$ cat src/rtl/fetch_pkg.sv
// Shared types and constants for the fetch stage: bundle geometry and the
// {pc, data} record held in the bundle queue.
package fetch_pkg;

  localparam int INST_W       = 32;
  localparam int LANES        = 4;
  localparam int BUNDLE_W     = INST_W * LANES;
  localparam int BUNDLE_BYTES = BUNDLE_W / 8;

  typedef struct packed {
    logic [31:0]         pc;
    logic [BUNDLE_W-1:0] data;
  } bundle_t;

endpackage

$ cat src/rtl/fetch_fifo.sv
// Small show-ahead synchronous FIFO with flush; used for the in-flight
// address list and for the bundle queue.
module fetch_fifo #(
  parameter int DEPTH = 4,
  parameter int WIDTH = 32,
  localparam int CW = $clog2(DEPTH + 1),
  localparam int PW = (DEPTH > 1) ? $clog2(DEPTH) : 1
) (
  input  logic             clk,
  input  logic             rst,
  input  logic             flush,
  input  logic             push,
  input  logic [WIDTH-1:0] push_data,
  input  logic             pop,
  output logic [WIDTH-1:0] pop_data,
  output logic [CW-1:0]    count,
  output logic             empty,
  output logic             full
);

  logic [WIDTH-1:0] mem_reg [DEPTH];
  logic [PW-1:0]    wr_ptr_reg;
  logic [PW-1:0]    rd_ptr_reg;
  logic [CW-1:0]    count_reg;
  logic             do_push;
  logic             do_pop;

  // Explicit wrap keeps non-power-of-two depths correct.
  function automatic logic [PW-1:0] ptr_inc(input logic [PW-1:0] p);
    return (p == PW'(DEPTH - 1)) ? '0 : p + PW'(1);
  endfunction

  assign empty   = (count_reg == '0);
  assign full    = (count_reg == CW'(DEPTH));
  assign do_push = push && !full && !flush;
  assign do_pop  = pop && !empty && !flush;

  always_ff @(posedge clk) begin
    if (do_push) begin
      mem_reg[wr_ptr_reg] <= push_data;
    end
  end

  always_ff @(posedge clk) begin
    if (rst || flush) begin
      wr_ptr_reg <= '0;
      rd_ptr_reg <= '0;
      count_reg  <= '0;
    end else begin
      if (do_push) wr_ptr_reg <= ptr_inc(wr_ptr_reg);
      if (do_pop)  rd_ptr_reg <= ptr_inc(rd_ptr_reg);
      case ({do_push, do_pop})
        2'b10:   count_reg <= count_reg + CW'(1);
        2'b01:   count_reg <= count_reg - CW'(1);
        default: count_reg <= count_reg;
      endcase
    end
  end

  assign pop_data = mem_reg[rd_ptr_reg];
  assign count    = count_reg;

endmodule

$ cat src/rtl/bundle_fetch.sv
// Fetch stage: issues one imem read per cycle under a credit limit, queues
// in-order responses for decode, and discards stale responses after a squash.
module bundle_fetch
  import fetch_pkg::*;
#(
  parameter int DEPTH   = 4,
  parameter int MAX_OUT = 4
) (
  input  logic                clk,
  input  logic                rst,
  input  logic [31:0]         pc,
  input  logic                squash,
  output logic                pc_stall,
  output logic                imem_req_valid,
  output logic [31:0]         imem_req_addr,
  input  logic                imem_req_ready,
  input  logic                imem_resp_valid,
  input  logic [BUNDLE_W-1:0] imem_resp_data,
  output logic                bundle_valid,
  input  logic                bundle_ready,
  output logic [31:0]         bundle_pc,
  output logic [BUNDLE_W-1:0] bundle_data
);

  localparam int CW = $clog2(MAX_OUT + 1);
  localparam int QW = $clog2(DEPTH + 1);

  logic [CW-1:0] stale_reg, stale_next;
  logic [CW-1:0] live_reg, live_next;

  logic          issue;
  logic          resp_live;
  logic          credit_ok;

  logic [31:0]   af_head;
  logic [CW-1:0] af_count;
  logic          af_empty, af_full, af_pop;

  bundle_t       q_in, q_out;
  logic [QW-1:0] q_count;
  logic          q_empty, q_full, q_push, q_pop;

  logic          unused_af_full;
  assign unused_af_full = af_full;

  // Credit depends only on registered state, so bundle_ready never reaches pc_stall.
  assign credit_ok      = ((int'(q_count) + int'(live_reg)) < DEPTH) &&
                          (int'(af_count) < MAX_OUT);
  assign imem_req_valid = credit_ok && !rst;
  assign imem_req_addr  = pc;
  assign issue          = imem_req_valid && imem_req_ready;
  assign pc_stall       = !rst && !issue;

  assign resp_live = imem_resp_valid && (stale_reg == '0);
  assign af_pop    = imem_resp_valid && !af_empty;

  fetch_fifo #(.DEPTH(MAX_OUT), .WIDTH(32)) u_addr_fifo (
    .clk       (clk),
    .rst       (rst),
    .flush     (1'b0),
    .push      (issue),
    .push_data (pc),
    .pop       (af_pop),
    .pop_data  (af_head),
    .count     (af_count),
    .empty     (af_empty),
    .full      (af_full)
  );

  assign q_in.pc   = af_head;
  assign q_in.data = imem_resp_data;
  assign q_push    = resp_live && !squash && !q_full;
  assign q_pop     = bundle_valid && bundle_ready;

  fetch_fifo #(.DEPTH(DEPTH), .WIDTH($bits(bundle_t))) u_bundle_q (
    .clk       (clk),
    .rst       (rst),
    .flush     (squash),
    .push      (q_push),
    .push_data (q_in),
    .pop       (q_pop),
    .pop_data  (q_out),
    .count     (q_count),
    .empty     (q_empty),
    .full      (q_full)
  );

  assign bundle_valid = !q_empty && !squash;
  assign bundle_pc    = q_empty ? '0 : q_out.pc;
  assign bundle_data  = q_empty ? '0 : q_out.data;

  always_comb begin
    stale_next = stale_reg;
    live_next  = live_reg;
    if (squash) begin
      // Everything already outstanding becomes stale; only the target request is live.
      stale_next = af_count - CW'(imem_resp_valid);
      live_next  = CW'(issue);
    end else begin
      if (imem_resp_valid && (stale_reg != '0)) stale_next = stale_reg - CW'(1);
      live_next = live_reg + CW'(issue) - CW'(resp_live);
    end
  end

  always_ff @(posedge clk) begin
    if (rst) begin
      stale_reg <= '0;
      live_reg  <= '0;
    end else begin
      stale_reg <= stale_next;
      live_reg  <= live_next;
    end
  end

endmodule

$ cat config.mk
export PLATFORM = sky130hd
export DESIGN_NAME = bundle_fetch
export DESIGN_NICKNAME = d
export VERILOG_FILES = /design/src/rtl/fetch_pkg.sv /design/src/rtl/fetch_fifo.sv /design/src/rtl/bundle_fetch.sv
export SDC_FILE = /design/constraint.sdc
export NUM_CORES = 1
export LEC_CHECK = 0
export CAP_MARGIN = 20
export CELL_PAD_IN_SITES_DETAIL_PLACEMENT = 1
export CELL_PAD_IN_SITES_GLOBAL_PLACEMENT = 1
export CORE_MARGIN = 5
export CORE_UTILIZATION = 39
export DETAILED_ROUTE_END_ITERATION = 16
export HOLD_SLACK_MARGIN = 0.05
export PLACE_DENSITY = 0.75
export RECOVER_POWER = 100
export SLEW_MARGIN = 10
export SYNTH_ARGS = -nofsm -noshare
export SYNTH_HDL_FRONTEND = slang
export SYNTH_HIERARCHICAL = 1
export SYNTH_SLANG_ARGS = --single-unit
$ cat constraint.sdc
create_clock -name clk -period 6.4 [get_ports clk]
set_input_delay 0.96 -clock clk [delete_from_list [all_inputs] [get_ports clk]]
set_output_delay 0.96 -clock clk [all_outputs]
set_load 0.03 [all_outputs]
==> results.toml <==
[cts]
clockRootBuffer = "clkbuf_16"
cts_resized = 0
clock_latency_ns = 0.63
clk_path_buf_depth = 3
cts.sinks = 792
cts_hold_buf = 0
h-tree-depth = 3
cts_inserted_buffers = 84
cts_setup_buffers = 0
clk_pin_slew_worst_paths_ns = 0.06
cts_tree = "yes"

[power_and_ir_drop]
clockPowerShare_pct = 44.3
ir_drop_v = 0.0001874
p_leak_nw = 12.08
p_sw_share_pct = 19.89
p_seq_share_pct = 52.7
p_comb_share_pct = 3.0
internal_power_mw = 8.720
power_density_nw_per_um2 = 288.4
p_switching_mw = 2.165

[placed_design]
pre_cts_slack_ns = 1.946
dpl.hpwl_um = 41420
place_inst = 2705
routabilityCongestion = 0.7217
placed_area_um2 = 35070
io_buffers = 360

[sta]
hold_violations = 0
clock-skew-final_ns = 0.02465
fin_ws_ns = 1.142
report.final.slew_viol_count = 632
max_freq_mhz = 190.2
fin_tns_setup_ns = 0
rsz0062_at_grt = "no"
period_minus_slack_ns = 5.258
hold_ws_ns = 0.4994
setup_viol = 0
slew_headroom_pct = -85.27
tightest_slew_ns = 2.779
post-route-period-util_pct = 82.15

[global_route]
grt_start_max_net_pins = 163
antenna_found_initial = 26
grt_pass1_wl_um = 101600
grtUsageTotal_pct = 16.05
grt_pass1_vias = 16150
grt_overflow = 0

[yosys]
synthCells = 1376
synth_seq_cells = 792
synth_cell_types = 39
postSynthAreaPerCell_um2 = 22.18
syn_area_um2 = 30520
ys_seq_area_share_pct = 77.14
ys.warnings.count = 6

[worst_setup_path]
crit_type = "in -> reg"
cp-end-kind = "flop"
r2r_slack_ns = 1.66
critPathMaxFanout = 68
cp.arrival_ns = 5.45
critPathMaxStageDelay_ns = 1.63
cp_top_family = "buffers and inverters"
path_buf_inv = 2
required_ns = 6.60
critical_path.cell_chain = "dlygate4sd3_1 -> nor4_1 -> nor3b_1 -> and2_4 -> clkbuf_2"
crit_slowest_cell = "clkbuf_2"
cp-start-kind = "primary input"

[status]
violations = "capacitance limit, slew limit"
outcome = "finished, violations left"

[min_path]
hold_path.class = "reg -> reg"

[detailed_routing]
drt_wl_total_um = 67990
postRouteAntennaNets = 0
drtIter0Drc = 1001
drc = 0
first_pass_iters = 5
route.vias.total = 14460
wl_per_cell_um = 23.69
vias_per_cell = 5.040

[floorplan]
rows = 102
dieArea_um2 = 83950
core_region_area_um2 = 77590
die_y_um = 289.7
ios = 361
die_w_um = 289.7
start_util_pct = 39.33

[finish]
seq_area_um2 = 23550
largest_reg_flops = 640
design_area_um2 = 37750
final_cells = 2870
syn2layout_area_growth_pct = 23.68
layout-drive-gt1-share_pct = 18.14
n_fill_cell = 7103
multi_input_area_um2 = 6248
nNetsFinal = 1940

[flow_run]
maxCapViolations = 13
==> metrics by stage <==
step                      total power, mW  util (%)
after floorplan                     5.997         -
after global placement              6.190     45.19
after detailed placement            6.210     45.19
after CTS                           11.06     48.76
after global routing                11.32     48.63
final                               10.88     48.65
==> power by group through the flow <==
stage                     clock [mW]  combinational (mW)  sequential (mW)
after floorplan                    0               0.151             5.85
after global placement             0               0.351             5.84
after detailed placement           0               0.368             5.84
after CTS                       4.96               0.370             5.73
after global routing            5.23               0.358             5.73
final                           4.82               0.331             5.73
==> layout make-up <==
| cell class | instances | share of cell area [%] |
|---|---|---|
| antenna | 11 | 0.07292 |
| clock buffer | 106 | 5.900 |
| clock inverter | 48 | 1.435 |
| inverter | 21 | 0.2088 |
| multi-input combinational | 472 | 16.55 |
| sequential | 792 | 62.39 |
| tap | 1040 | 3.447 |
| timing repair buffer | 380 | 9.987 |
==> cell families (layout without fill, tap and decap cells) <==
| logic type | after synthesis | count (layout) | synth area share (%) |
|---|---|---|---|
| fa+ha+maj | 23 | 23 | 1.017 |
| flops | 792 | 792 | 77.14 |
| mux | 200 | 200 | 14.46 |
| buf+inv | 116 | 555 | 2.390 |
| other cells | 1 | 16 | 0.01229 |
| compound gates | 14 | 14 | 0.3280 |
| simple gates | 223 | 223 | 4.456 |
| xor+xnor | 7 | 7 | 0.2009 |
==> metal layers <==
metal	share of wire, %	vias to the layer above	global-route usage, %
met5	0.10	-	0
met4	2.2	10	4.443
met3	6.2	109	3.467
met2	52	449	27.90
met1	40	7594	20.54
li1	-	6302	-
==> tightest hold or removal path: cells and delay by family (launching register included) <==
kind             cells  cell delay (ns)
flip-flops           1             0.32
multiplexers         1             0.08
AND/OR/NAND/NOR      1             0.05
==> placed cells by master, fill, tap and decap left out, types with 4 or more instances in the layout <==
master	synthesis	final
buf_12	3	4
buf_4	32	5
bufinv_16	0	9
clkbuf_1	25	27
clkbuf_16	0	86
clkinv_1	0	18
clkinv_2	0	9
clkinvlp_4	0	4
conb_1	1	5
dfxtp_1	24	21
diode_2	0	11
dlygate4sd3_1	0	357
edfxtp_1	768	768
ha_1	20	20
inv_1	21	21
mux2i_1	8	8
mux4_2	190	190
nand2_1	17	17
nor2_1	13	13
nor2b_1	160	160
nor3_1	9	8
nor3b_1	3	5
xor2_1	5	5
==> final timing paths <==
check | depth (start not counted) | startpoint | to
setup / recovery | 5 | squash | u_bundle_q/mem_reg[1][87]$_DFFE_PP_
hold / removal | 2 | u_addr_fifo/rd_ptr_reg[1]$_SDFFE_PP0P_ | flop
setup reg to reg | 7 | stale_reg[0]$_SDFFE_PP0P_ | u_bundle_q/mem_reg[1][87]$_DFFE_PP_
hold reg to reg | 2 | u_addr_fifo/rd_ptr_reg[1]$_SDFFE_PP0P_ | flop
==> synthesized netlist by cell type, drive strengths merged <==
cell type / instances / area [um^2]
o21ai: 2 / 10.01
a211oi: 3 / 22.52
xnor2: 2 / 17.52
and2: 9 / 56.30
o32ai: 1 / 8.760
nor3: 9 / 45.04
fa: 3 / 60.06
or3: 2 / 12.51
nor4bb: 1 / 10.01
nand2b: 1 / 6.260
nor2b: 160 / 1001
mux2i: 8 / 80.08
inv: 21 / 78.83
buf: 70 / 556.8
and4: 1 / 8.760
nand2: 17 / 63.81
a21oi: 3 / 15.01
nor4: 1 / 6.260
nor2: 13 / 48.80
a311o: 1 / 11.26
conb: 1 / 3.750
clkbuf: 25 / 93.84
a2111oi: 1 / 8.760
nor4b: 1 / 23.77
a21boi: 2 / 15.01
a22o: 1 / 8.760
dfxtp: 24 / 480.5
nor3b: 6 / 60.06
edfxtp: 768 / 23060
ha: 20 / 250.2
and3: 1 / 6.260
xor2: 5 / 43.79
or4: 1 / 11.26
mux4: 192 / 4332
No activity file was read; power rests on OpenSTA's default activity.
